### src/rtl/fetch_prefetch_if.sv
// Decoder/PMEM-facing signal bundle of the prefetching fetch stage.
// master = decoder + program memory side, slave = fetch_prefetch.
interface fetch_prefetch_if #(
  parameter int PC_WIDTH   = 12,
  parameter int PMEM_WIDTH = 16,
  parameter int FIFO_DEPTH = 4,
  parameter int LVL_WIDTH  = $clog2(FIFO_DEPTH + 1)
);
  logic [PC_WIDTH-1:0]   in_branch_pc;
  logic                  in_set_pc;
  logic                  in_flush;
  logic                  in_stall;
  logic [PMEM_WIDTH-1:0] in_instr;
  logic [PC_WIDTH-1:0]   out_pmem_addr;
  logic [PMEM_WIDTH-1:0] out_instr;
  logic [PC_WIDTH-1:0]   out_pc;
  logic                  out_valid;
  logic [LVL_WIDTH-1:0]  out_fill_level;

  modport master (
    output in_branch_pc, in_set_pc, in_flush, in_stall, in_instr,
    input  out_pmem_addr, out_instr, out_pc, out_valid, out_fill_level
  );

  modport slave (
    input  in_branch_pc, in_set_pc, in_flush, in_stall, in_instr,
    output out_pmem_addr, out_instr, out_pc, out_valid, out_fill_level
  );
endinterface

### src/rtl/fetch_prefetch.sv
// Prefetching fetch stage: FIFO_DEPTH-entry instr/PC queue plus one in-flight PMEM read.
// Define FETCH_BYPASS_EN to present an arriving word combinationally when the queue is empty.
module fetch_prefetch #(
  parameter int PC_WIDTH     = 12,
  parameter int PMEM_WIDTH   = 16,
  parameter int PC_INCREMENT = 2,
  parameter int FIFO_DEPTH   = 4,
  parameter int RESET_PC     = 0,
  parameter int LVL_WIDTH    = $clog2(FIFO_DEPTH + 1)
) (
  input logic             clock,
  input logic             reset,
  fetch_prefetch_if.slave bus
);
  localparam int PTR_W = $clog2(FIFO_DEPTH);
  localparam logic [PC_WIDTH-1:0]  PC_INC    = PC_WIDTH'(PC_INCREMENT);
  localparam logic [PC_WIDTH-1:0]  PC_RST    = PC_WIDTH'(RESET_PC);
  localparam logic [PTR_W-1:0]     PTR_ONE   = PTR_W'(1);
  localparam logic [LVL_WIDTH-1:0] LVL_ONE   = LVL_WIDTH'(1);
  localparam logic [LVL_WIDTH:0]   DEPTH_EXT = (LVL_WIDTH + 1)'(FIFO_DEPTH);

  logic [PC_WIDTH-1:0]   fetch_pc_q, fetch_pc_d;
  logic                  infl_valid_q, infl_valid_d;
  logic [PC_WIDTH-1:0]   infl_pc_q, infl_pc_d;
  logic [PTR_W-1:0]      rd_ptr_q, rd_ptr_d, wr_ptr_q, wr_ptr_d;
  logic [LVL_WIDTH-1:0]  count_q, count_d;
  logic [PMEM_WIDTH-1:0] instr_mem [FIFO_DEPTH];
  logic [PC_WIDTH-1:0]   pc_mem    [FIFO_DEPTH];

  logic                  queue_valid, bypass_valid, head_valid;
  logic [PMEM_WIDTH-1:0] head_instr;
  logic [PC_WIDTH-1:0]   head_pc;
  logic                  pop, queue_pop, push, mem_we, has_room, issue;
  logic [LVL_WIDTH:0]    occupancy;

  assign queue_valid = (count_q != '0);

`ifdef FETCH_BYPASS_EN
  assign bypass_valid = !queue_valid && infl_valid_q;
`else
  assign bypass_valid = 1'b0;
`endif

  assign head_valid = queue_valid || bypass_valid;
  assign head_instr = queue_valid  ? instr_mem[rd_ptr_q] :
                      bypass_valid ? bus.in_instr        : '0;
  assign head_pc    = queue_valid  ? pc_mem[rd_ptr_q]    :
                      bypass_valid ? infl_pc_q           : '0;

  assign pop       = head_valid && !bus.in_stall;
  assign queue_pop = pop && queue_valid;
  // A bypassed word that the decoder takes this cycle never enters the queue.
  assign push      = infl_valid_q && !(bypass_valid && pop);
  assign mem_we    = push && !bus.in_set_pc && !bus.in_flush;

  // Counting the in-flight word as occupied guarantees its slot exists when it lands.
  assign occupancy = {1'b0, count_q} + {{LVL_WIDTH{1'b0}}, infl_valid_q};
  assign has_room  = (occupancy < DEPTH_EXT);
  assign issue     = !bus.in_flush && (has_room || pop);

  assign bus.out_pmem_addr  = bus.in_set_pc ? bus.in_branch_pc : fetch_pc_q;
  assign bus.out_valid      = head_valid;
  assign bus.out_instr      = head_instr;
  assign bus.out_pc         = head_pc;
  assign bus.out_fill_level = count_q;

  always_comb begin
    // NOTE: every next-state variable gets a default first so no path can infer a latch.
    fetch_pc_d   = fetch_pc_q;
    infl_valid_d = infl_valid_q;
    infl_pc_d    = infl_pc_q;
    rd_ptr_d     = rd_ptr_q;
    wr_ptr_d     = wr_ptr_q;
    count_d      = count_q;

    if (bus.in_set_pc) begin
      rd_ptr_d     = '0;
      wr_ptr_d     = '0;
      count_d      = '0;
      infl_valid_d = 1'b1;
      infl_pc_d    = bus.in_branch_pc;
      fetch_pc_d   = bus.in_branch_pc + PC_INC;
    end else if (bus.in_flush) begin
      // Refetch from the oldest PC being thrown away.
      rd_ptr_d     = '0;
      wr_ptr_d     = '0;
      count_d      = '0;
      infl_valid_d = 1'b0;
      if (head_valid)        fetch_pc_d = head_pc;
      else if (infl_valid_q) fetch_pc_d = infl_pc_q;
    end else begin
      if (queue_pop) rd_ptr_d = rd_ptr_q + PTR_ONE;
      if (push)      wr_ptr_d = wr_ptr_q + PTR_ONE;
      count_d = count_q + (push ? LVL_ONE : '0) - (queue_pop ? LVL_ONE : '0);
      infl_valid_d = issue;
      if (issue) begin
        infl_pc_d  = fetch_pc_q;
        fetch_pc_d = fetch_pc_q + PC_INC;
      end
    end
  end

  // NOTE: sequential state uses non-blocking assignments; reset is asynchronous, active-low.
  always_ff @(posedge clock or negedge reset) begin
    if (!reset) begin
      fetch_pc_q   <= PC_RST;
      infl_valid_q <= 1'b0;
      infl_pc_q    <= '0;
      rd_ptr_q     <= '0;
      wr_ptr_q     <= '0;
      count_q      <= '0;
    end else begin
      fetch_pc_q   <= fetch_pc_d;
      infl_valid_q <= infl_valid_d;
      infl_pc_q    <= infl_pc_d;
      rd_ptr_q     <= rd_ptr_d;
      wr_ptr_q     <= wr_ptr_d;
      count_q      <= count_d;
    end
  end

  // NOTE: queue storage is not reset; count_q gates every read, so stale contents are never seen.
  always_ff @(posedge clock) begin
    if (mem_we) begin
      instr_mem[wr_ptr_q] <= bus.in_instr;
      pc_mem[wr_ptr_q]    <= infl_pc_q;
    end
  end
endmodule

### src/flat_wrapper.sv
// flat-port wrapper written by rule: the top's interface ports become plain ports
module fetch_prefetch_flat 
#(
  parameter int PC_WIDTH     = 12,
  parameter int PMEM_WIDTH   = 16,
  parameter int PC_INCREMENT = 2,
  parameter int FIFO_DEPTH   = 4,
  parameter int RESET_PC     = 0,
  parameter int LVL_WIDTH    = $clog2(FIFO_DEPTH + 1)
)
  (clock, reset, bus_in_branch_pc, bus_in_set_pc, bus_in_flush, bus_in_stall, bus_in_instr, bus_out_pmem_addr, bus_out_instr, bus_out_pc, bus_out_valid, bus_out_fill_level);
  fetch_prefetch_if #(.PC_WIDTH(PC_WIDTH), .PMEM_WIDTH(PMEM_WIDTH), .FIFO_DEPTH(FIFO_DEPTH), .LVL_WIDTH(LVL_WIDTH)) bus_i ();
  input logic clock;
  input logic reset;
  input wire logic [$bits(bus_i.in_branch_pc)-1:0] bus_in_branch_pc;
  input wire logic [$bits(bus_i.in_set_pc)-1:0] bus_in_set_pc;
  input wire logic [$bits(bus_i.in_flush)-1:0] bus_in_flush;
  input wire logic [$bits(bus_i.in_stall)-1:0] bus_in_stall;
  input wire logic [$bits(bus_i.in_instr)-1:0] bus_in_instr;
  output wire logic [$bits(bus_i.out_pmem_addr)-1:0] bus_out_pmem_addr;
  output wire logic [$bits(bus_i.out_instr)-1:0] bus_out_instr;
  output wire logic [$bits(bus_i.out_pc)-1:0] bus_out_pc;
  output wire logic [$bits(bus_i.out_valid)-1:0] bus_out_valid;
  output wire logic [$bits(bus_i.out_fill_level)-1:0] bus_out_fill_level;
  assign bus_i.in_branch_pc = bus_in_branch_pc;
  assign bus_i.in_set_pc = bus_in_set_pc;
  assign bus_i.in_flush = bus_in_flush;
  assign bus_i.in_stall = bus_in_stall;
  assign bus_i.in_instr = bus_in_instr;
  assign bus_out_pmem_addr = bus_i.out_pmem_addr;
  assign bus_out_instr = bus_i.out_instr;
  assign bus_out_pc = bus_i.out_pc;
  assign bus_out_valid = bus_i.out_valid;
  assign bus_out_fill_level = bus_i.out_fill_level;
  fetch_prefetch #(.PC_WIDTH(PC_WIDTH), .PMEM_WIDTH(PMEM_WIDTH), .PC_INCREMENT(PC_INCREMENT), .FIFO_DEPTH(FIFO_DEPTH), .RESET_PC(RESET_PC), .LVL_WIDTH(LVL_WIDTH)) u_core (.clock(clock), .reset(reset), .bus(bus_i));
endmodule
### config.mk
export PLATFORM = sky130hd
export DESIGN_NAME = fetch_prefetch_flat
export DESIGN_NICKNAME = d
export VERILOG_FILES = /design/src/rtl/fetch_prefetch_if.sv /design/src/rtl/fetch_prefetch.sv /design/src/flat_wrapper.sv
export SDC_FILE = /design/constraint.sdc
export NUM_CORES = 1
export LEC_CHECK = 0
export BUFFER_PORTS_ARGS = -buffer_cell sky130_fd_sc_hd__buf_2
export CORE_MARGIN = 3
export CORE_UTILIZATION = 30
export CTS_CLUSTER_DIAMETER = 60
export DETAILED_ROUTE_END_ITERATION = 6
export PLACE_DENSITY = 0.58
export SLEW_MARGIN = 20
export SYNTH_ARGS = -nofsm -noshare
export SYNTH_HDL_FRONTEND = slang
export SYNTH_SLANG_ARGS = --single-unit
### constraint.sdc
create_clock -name clock -period 5 [get_ports clock]
set_input_delay 1 -clock clock [delete_from_list [all_inputs] [get_ports clock]]
set_output_delay 1 -clock clock [all_outputs]
set_load 0.02 [all_outputs]
* Word level (Yosys, flattened, before mapping)
Memory sizes are Yosys's and may differ from the RTL's.
Cells that the tools add are included.
** Operators by class
- Reduce and logical (&&, ||, !) cells :: 16
- Muxes and demuxes :: 25
- Magnitude comparators :: 1
- $add $sub $neg :: 7
- Equality and inequality tests :: 2
** Operators by type and width (count)
- 12-bit two-way mux :: 10
- 12-bit by 2-bit adder with 12-bit output (second input constant) :: 2
- 16-bit two-way mux :: 1
- 2-bit two-way mux :: 6
- 3-bit nonzero test :: 4
- 1-bit two-way mux :: 6
- 3-bit two-way mux :: 2
- 1-bit logical AND :: 5
- 2-bit by 1-bit adder with 2-bit output (second input constant) :: 2
- 3-bit by 1-bit adder with 4-bit output :: 1
- 4-bit by 3-bit < comparator with 1-bit output (second input constant) :: 1
- 4-bit by 2-bit inequality test with 1-bit output (second input constant) :: 1
- 2-bit AND reduction :: 2
- 3-bit adder :: 1
- 1-bit logical NOT :: 3
- 3-bit subtractor :: 1
- 2-bit inequality test (second input constant) :: 1
- 2-bit nonzero test :: 1
- 1-bit logical OR :: 1
** Storage, ports and cells
- Bits of input ports :: 33
- Output and inout bits :: 44
- Register bits after elaboration :: 32
- Memories :: 2
- Memory bits (writable) :: 112
- Word-level logic and storage cells :: 59
** Memories
- u_core.instr_mem :: words 4, width 16, rd ports 1, clocked after Yosys merged registers in 0, write ports 1, RTL line fetch_prefetch.sv:27 : logic [PMEM_WIDTH-1:0] instr_mem [FIFO_DEPTH];
- u_core.pc_mem :: words 4, width 12, rd ports 1, clocked after Yosys merged registers in 0, write ports 1, RTL line fetch_prefetch.sv:28 : logic [PC_WIDTH-1:0] pc_mem [FIFO_DEPTH];

* Depth between registers and ports, before layout
Gate-level depths: netlist of run 1.
- Word-level depth :: 7
- Mapped depth :: 10
- Gate-level depth less buffers :: 9

* Worst setup path after synthesis of run 1
No wires, ideal clock.
- Path type :: input -> output
- From :: in bus_in_set_pc
- To :: out bus_out_pmem_addr[10]
- Path slack :: 1980 ps
- Required time :: 4000 ps
- Arrival :: 2020 ps
- Stages :: 3
- Buffers on the path :: 2
- Path through :: clkbuf_1 > clkbuf_1 > mux2_2
** On the way
- Longest elaborated chain between the ends :: 1
** RTL lines
- from (decl) :: RTL line flat_wrapper.sv:16 : input wire logic [$bits(bus_i.in_set_pc)-1:0] bus_in_set_pc;
- 12-bit two-way mux :: RTL line fetch_prefetch.sv:61 : assign bus.out_pmem_addr = bus.in_set_pc ? bus.in_branch_pc : fetch_pc_q;
- to (decl) :: RTL line flat_wrapper.sv:20 : output wire logic [$bits(bus_i.out_pmem_addr)-1:0] bus_out_pmem_addr;
Every way passes these cells.

* Final worst setup path of run 1
- From :: reg u_core.count_q[1] (netlist: u_core.bus.out_fill_level[1])
- To :: out bus_out_pc[4]
** On the way
- Longest elaborated chain between the ends :: 2
** RTL lines
- from (decl) :: RTL line fetch_prefetch.sv:26 : logic [LVL_WIDTH-1:0] count_q, count_d;
- from (signal assigned) :: RTL line fetch_prefetch.sv:118 : count_q <= count_d;
- 3-bit nonzero test :: RTL line fetch_prefetch.sv:36 : assign queue_valid = (count_q != '0);
- 12-bit two-way mux :: RTL line fetch_prefetch.sv:47 : assign head_pc = queue_valid ? pc_mem[rd_ptr_q] :
- to (decl) :: RTL line flat_wrapper.sv:22 : output wire logic [$bits(bus_i.out_pc)-1:0] bus_out_pc;
Every way passes these cells.

==> impl_metrics.py, run 1 <==
metrics = {
    "clock_network": {
        "numCtsBuffers": 17,
        "clk-insertion-delay-late_ns": 0.41,
        "cts_buffer_depth": 2,
        "cts_tree": "built",
        "cts.sinks": 144,
        "clockRootBuffer": "clkbuf_16",
        "cts_max_level": 4,
        "ctsHoldBuffers": 0,
        "cts_resized": 0,
        "post_cts_buffers": 0,
        "clk_pin_slew_ns": 0.06,
    },
    "logic_synthesis": {
        "synth_top_area_share_pct": 52.3,
        "synth_warnings": 0,
        "ys_ff_latch": 144,
        "postSynthCellCount": 407,
        "syn-num-nets": 450,
        "synthFlopType": "edfxtp_1",
        "ys_top_cells_by_area": "edfxtp_1, dfrtp_1, mux4_2",
        "synthArstFlopShare_pct": 22.2,
        "syn-cell-area_um2": 6430,
        "ys_types": 55,
        "synth_area_leader_cell": "edfxtp_1",
        "syn_avg_cell_area_um2": 15.8,
        "synth-edff-count": 112,
        "synth_most_common_cell": "edfxtp_1",
        "yosysSeqAreaShare_pct": 64.7,
        "netlist_top_cells_count": "edfxtp_1, dfrtp_1, mux4_2, and2_1, nand2_1",
    },
    "final_layout": {
        "syn_to_final_growth_pct": 19.0,
        "nFillCells": 1926,
        "ff_latch_area_um2": 4170,
        "final_cells": 770,
        "drive_gt1_share_pct": 33.6,
        "multi_input_area_um2": 2100,
        "nets": 531,
        "antenna_cells": 0,
    },
    "sta": {
        "drv_slew": 0,
        "slew_headroom_pct": 24.4,
        "fin_crit_ns": 3.56,
        "tns_ns": 0,
        "fmax_ghz": 0.281,
        "tightest_slew_ns": 1.13,
        "period_share_pct": 71.3,
        "clock_skew_ns": 0.0107,
        "setup_violations": 0,
        "hold_viol": 0,
        "whs_ns": 0.526,
        "rsz0062_at_grt": "false",
    },
    "critical_path": {
        "worstPathArrival_ns": 2.56,
        "cp_data_required_time_ns": 4.00,
        "crit_path_max_fanout": 33,
        "cp-start-kind": "register",
        "r2r_setup_slack_ns": 2.16,
        "r2r_cells": 5,
        "r2r-end": "u_core.fetch_pc_q[4]$_DFFE_PN0P_",
        "r2r-start": "u_core.bus.out_fill_level[1]$_DFF_PN0_",
        "crit_path_end_kind": "output port",
        "worstSetupPathType": "reg -> out",
    },
    "floorplanning": {
        "initial_core_util_pct": 31.2,
        "dieWidth_um": 152,
        "dieArea_um2": 23200,
        "pin_count": 77,
        "dieHeight_um": 152,
        "fp.coreArea_um2": 20600,
        "core.rowCount": 52,
    },
    "global_route": {
        "grt_max_degree": 39,
        "grt_pass1_wl_mm": 23.9,
        "grt-ovfl-total": 0,
        "antenna_found_initial": 0,
        "grt_pass1_vias": 4116,
        "grt_usage_pct": 13.2,
    },
    "route": {
        "viasPerCell": 5.05,
        "vias": 3885,
        "totalWireLength_mm": 15.0,
        "route.antenna.remaining_nets": 0,
        "wire_per_inst_um": 19.5,
        "drtIter0Drc": 284,
        "drc": 0,
        "drt_pass1_iterations": 7,
    },
    "pwr": {
        "power.density_nw_per_um2": 428,
        "ir_drop_mv": 0.230,
        "p_leak_nw": 2.83,
        "p_total_mw": 3.28,
    },
    "worst_hold_path": {
        "hold_end": "u_core.fetch_pc_q[11]$_DFFE_PN0P_",
        "holdPathStages": 1,
        "min_from": "u_core.fetch_pc_q[11]$_DFFE_PN0P_",
        "min_path_type": "reg -> reg",
    },
    "placement": {
        "dp.cells": 739,
        "place_hpwl_mm": 10.1,
        "io_buffers": 76,
        "gp_congestion": 0.812,
    },
    "flow_run": {
        "max_cap_violations": 0,
    },
    "run_status": {
        "status": "completed",
    },
}
-- worst max-delay path, stage by stage, from the launching register on --
cell and delay, ns:
dfrtp_1 0.47, nor3_4 0.68, inv_2 0.48, and2_1 0.33
buf_2 0.18
-- where the power goes --
| part | internal (mW) | total (mW) | switching (mW) |
|---|---|---|---|
| logic | 0.233 | 0.592 | 0.359 |
| registers | 1.38 | 1.48 | 0.0935 |
| clock network | 0.732 | 1.21 | 0.476 |
| total | 2.35 | 3.28 | 0.928 |
-- final cells by class --
type	count	area share (%)
sequential	144	54.4
multi-input combinational	226	27.4
timing repair buffer	82	5.56
clock buffer	18	5.60
tap	270	4.41
clock inverter	13	1.80
inverter	17	0.833
-- sequential cells by signal, indices dropped and copies added (netlist names) --
name and flops:
u_core.bus.out_fill_level 3, u_core.fetch_pc_q 12, u_core.instr_mem 64, u_core.infl_valid_q 1, u_core.wr_ptr_q 2, u_core.rd_ptr_q 2
u_core.infl_pc_q 12, u_core.pc_mem 48
-- cells in the final DEF, fill, tap and decap left out, types with 11 or more instances in the layout --
master     count
and2_1        25
buf_2         76
clkbuf_16     17
dfrtp_1       31
edfxtp_1     112
inv_1         16
mux2_2        11
mux4_2        28
nand2_1       21
nor2_1        17
o21ai_0       11
-- logic make-up (layout without fill, tap and decap cells) --
group	Yosys count	after routing	synth area share, %
mux	49	49	14.0
compound gates	53	53	6.42
simple gates	102	102	8.52
xor+xnor	12	12	1.63
buf+inv	37	130	2.65
flops	144	144	64.7
fa+ha+maj	10	10	2.06
-- metal layers --
metal  vias to the layer above  wire length [um]  track usage [%]
met5                         -                 0                0
met4                         0               226             4.29
met3                        18               985             4.52
met2                       142              7450             21.8
met1                      1982              6380             16.6
li1                       1743                 -                -
-- how the worst max path moves through the flow --
stage                                      startpoint               endpoint  slack (ns)  depth (start not counted)
6_report       u_core.bus.out_fill_level[1]$_DFF_PN0_          bus_out_pc[4]        1.44                          4
5_1_grt        u_core.bus.out_fill_level[1]$_DFF_PN0_          bus_out_pc[4]        1.25                          4
4_1_cts        u_core.bus.out_fill_level[1]$_DFF_PN0_          bus_out_pc[4]        1.36                          4
3_5_place_dp   u_core.bus.out_fill_level[1]$_DFF_PN0_          bus_out_pc[4]        1.82                          4
3_3_place_gp   u_core.bus.out_fill_level[1]$_DFF_PN0_          bus_out_pc[4]        1.78                          4
2_1_floorplan                           bus_in_set_pc  bus_out_pmem_addr[10]        1.98                          3
-- per-stage QoR --
stage / cell area (um^2) / setup slack [ns] / utilization [%]
4_1_cts: 7660 / 1.36 / 37.1
3_5_place_dp: 7090 / 1.82 / 34.4
3_3_place_gp: 7090 / 1.78 / 34.4
2_1_floorplan: 6430 / 1.98 / -
5_1_grt: 7660 / 1.25 / 37.1
6_report: 7660 / 1.44 / 37.1
No activity file was read; power rests on OpenSTA's default activity.
==> inputs of run 2 (changes only) <==
--- a/config.mk
+++ b/config.mk
@@ -10,7 +10,7 @@
 export CORE_UTILIZATION = 30
 export CTS_CLUSTER_DIAMETER = 60
 export DETAILED_ROUTE_END_ITERATION = 6
-export PLACE_DENSITY = 0.58
+export PLACE_DENSITY = 0.59
 export SLEW_MARGIN = 20
 export SYNTH_ARGS = -nofsm -noshare
 export SYNTH_HDL_FRONTEND = slang
==> constraint.sdc (replaced) <==
create_clock -name clock -period 3.1 [get_ports clock]
set_input_delay 0.62 -clock clock [delete_from_list [all_inputs] [get_ports clock]]
set_output_delay 0.62 -clock clock [all_outputs]
set_load 0.02 [all_outputs]
==> run 2 against run 1 <==
  * Setup slack got worse by 1.0 ns
  * Clock power rose by 58%
  * Core utilization is 0.19 points higher
  * Global-route usage rose by 0.057 points
  * Critical path depth unchanged
  * Hold slack worse by 0.26 ns
  * Wire length decreased by 1.3%
  * Largest power group unchanged
  * Sequential share of layout area shrank 0.27 points
  * Critical endpoint is now bus_out_pc[5]
==> impl_metrics.py, run 2 (synthesis gave the netlist of run 1 again) <==
metrics = {
    "final_layout": {
        "top_regs": "u_core.instr_mem: 64 flops, u_core.pc_mem: 48 flops",
        "mostFrequentLayoutCells": "edfxtp_1, buf_2, dfrtp_1",
        "largest_reg_flops": 64,
        "nets": 535,
        "top_register": "u_core.instr_mem",
        "nFillCells": 1936,
        "final_cells": 776,
        "syn_to_final_growth_pct": 19.6,
        "drive_gt1_share_pct": 34.3,
        "layout_commonest_cell": "edfxtp_1",
    },
    "clock_network": {
        "cts.sinks": 144,
        "cts_resized": 0,
        "numCtsBuffers": 17,
        "cts_buffer_depth": 2,
        "clk_pin_slew_ns": 0.06,
        "ctsHoldBuffers": 0,
        "cts_max_level": 4,
        "cts_tree": "built",
        "clk-insertion-delay-late_ns": 0.42,
        "post_cts_buffers": 0,
        "clockRootBuffer": "clkbuf_16",
    },
    "pwr": {
        "pwr-share-comb_pct": 18.7,
        "p_seq_share_pct": 45.1,
        "clkPwrFrac_pct": 36.2,
        "switching_power_mw": 1.54,
        "sw_frac_of_total_pct": 29.3,
        "power.density_nw_per_um2": 686,
        "p_leak_nw": 2.84,
        "ir_drop_mv": 0.284,
        "power.internal_mw": 3.73,
    },
    "route": {
        "drtIter0Drc": 348,
        "totalWireLength_mm": 14.8,
        "viasPerCell": 4.93,
        "route.antenna.remaining_nets": 0,
        "vias": 3822,
        "drc": 0,
        "drt_pass1_iterations": 5,
        "wire_per_inst_um": 19.1,
    },
    "floorplanning": {
        "dieWidth_um": 152,
        "dieArea_um2": 23200,
        "core.rowCount": 52,
        "pin_count": 77,
        "dieHeight_um": 152,
        "fp.coreArea_um2": 20600,
        "initial_core_util_pct": 31.2,
    },
    "global_route": {
        "grt_usage_pct": 13.3,
        "grt_pass1_vias": 4122,
        "antenna_found_initial": 1,
        "grt_pass1_wl_mm": 23.9,
        "grt-ovfl-total": 0,
        "grt_max_degree": 34,
    },
    "sta": {
        "hold_viol": 0,
        "tns_ns": 0,
        "tightest_slew_ns": 0.772,
        "period_share_pct": 86.2,
        "whs_ns": 0.268,
        "clock_skew_ns": 0.00902,
        "setup_violations": 0,
        "slew_headroom_pct": 48.5,
        "rsz0062_at_grt": "false",
        "drv_slew": 0,
        "fin_crit_ns": 2.67,
        "setup_slack_ns": 0.429,
        "fmax_ghz": 0.374,
    },
    "placement": {
        "gp_congestion": 0.806,
        "dp.cells": 743,
        "place_hpwl_mm": 9.90,
        "place_ws_ns": 0.571,
        "io_buffers": 76,
    },
    "run_status": {
        "status": "completed",
    },
    "critical_path": {
        "worstPathArrival_ns": 2.05,
        "r2r_setup_slack_ns": 0.90,
        "crit_path_end_kind": "output port",
        "r2r_cells": 6,
        "worstSetupPathType": "reg -> out",
        "cp-start-kind": "register",
        "r2r-start": "u_core.rd_ptr_q[0]$_DFFE_PN0P_",
        "cp_data_required_time_ns": 2.48,
        "r2r-end": "u_core.fetch_pc_q[3]$_DFFE_PN0P_",
        "crit_path_max_fanout": 28,
    },
    "flow_run": {
        "max_cap_violations": 0,
    },
    "worst_hold_path": {
        "min_path_type": "in -> async",
    },
}
## run 2: cell count changes in the layout (fill, tap and decap cells not counted), sizes merged
cell / previous run / this run
clkinv: 6 / 7
buf: 82 / 86
diode: 0 / 1
inv: 20 / 21
bufinv: 2 / 1
## run 2: cell type report
type | instances | area (um^2) | area share (%)
Timing Repair Buffer | 86 | 468 | 6.08
Clock inverter | 14 | 131 | 1.71
Clock buffer | 18 | 429 | 5.58
Inverter | 17 | 63.8 | 0.829
Sequential cell | 144 | 4170 | 54.1
Multi-Input combinational cell | 226 | 2100 | 27.3
Tap cell | 270 | 338 | 4.39
Antenna cell | 1 | 2.50 | 0.0325
## run 2: how the worst max path moves through the flow
stage / startpoint / end / slack, ns / cells after the start
after floorplan: u_core.bus.out_fill_level[1]$_DFF_PN0_ / u_core.bus.out_fill_level[2]$_DFF_PN0_ / 0.72 / 10
after global placement: bus_in_set_pc / u_core.instr_mem[0][0]$_DFFE_PP_ / 0.62 / 4
after detailed placement: bus_in_set_pc / u_core.instr_mem[2][0]$_DFFE_PP_ / 0.57 / 4
after CTS: u_core.bus.out_fill_level[1]$_DFF_PN0_ / bus_out_pc[4] / 0.38 / 4
after global routing: u_core.bus.out_fill_level[1]$_DFF_PN0_ / bus_out_pc[4] / 0.27 / 4
final: u_core.rd_ptr_q[0]$_DFFE_PN0P_ / bus_out_pc[5] / 0.43 / 4
## run 2: per-stage QoR
| stage | util, % | area [um^2] | power, mW |
|---|---|---|---|
| detailed placement | 34.6 | 7130 | 3.41 |
| CTS | 37.3 | 7690 | 5.34 |
| floorplan | - | 6430 | 3.03 |
| global route | 37.3 | 7700 | 5.53 |
| finish | 37.3 | 7700 | 5.28 |
| global placement | 34.6 | 7130 | 3.39 |
## run 2: routing by layer
layer	global-route usage (%)	routed length (um)
met1	17.6	6620
met5	0	0
met4	3.78	126
met2	21.6	7310
met3	3.72	790
## run 2: power groups by stage
| stage | Sequential [mW] | Combinational, mW | Clock, mW |
|---|---|---|---|
| 2_1_floorplan | 2.36 | 0.663 | 0 |
| 3_3_place_gp | 2.40 | 0.987 | 0 |
| 3_5_place_dp | 2.41 | 1.00 | 0 |
| 4_1_cts | 2.37 | 1.00 | 1.96 |
| 5_1_grt | 2.40 | 1.07 | 2.06 |
| 6_report | 2.38 | 0.988 | 1.91 |
## run 2: worst max-delay path: stages, from the launching register on
cell and delay [ns]:
dfrtp_2 0.40, buf_12 0.26, mux4_2 0.56, and2_1 0.23, buf_2 0.18
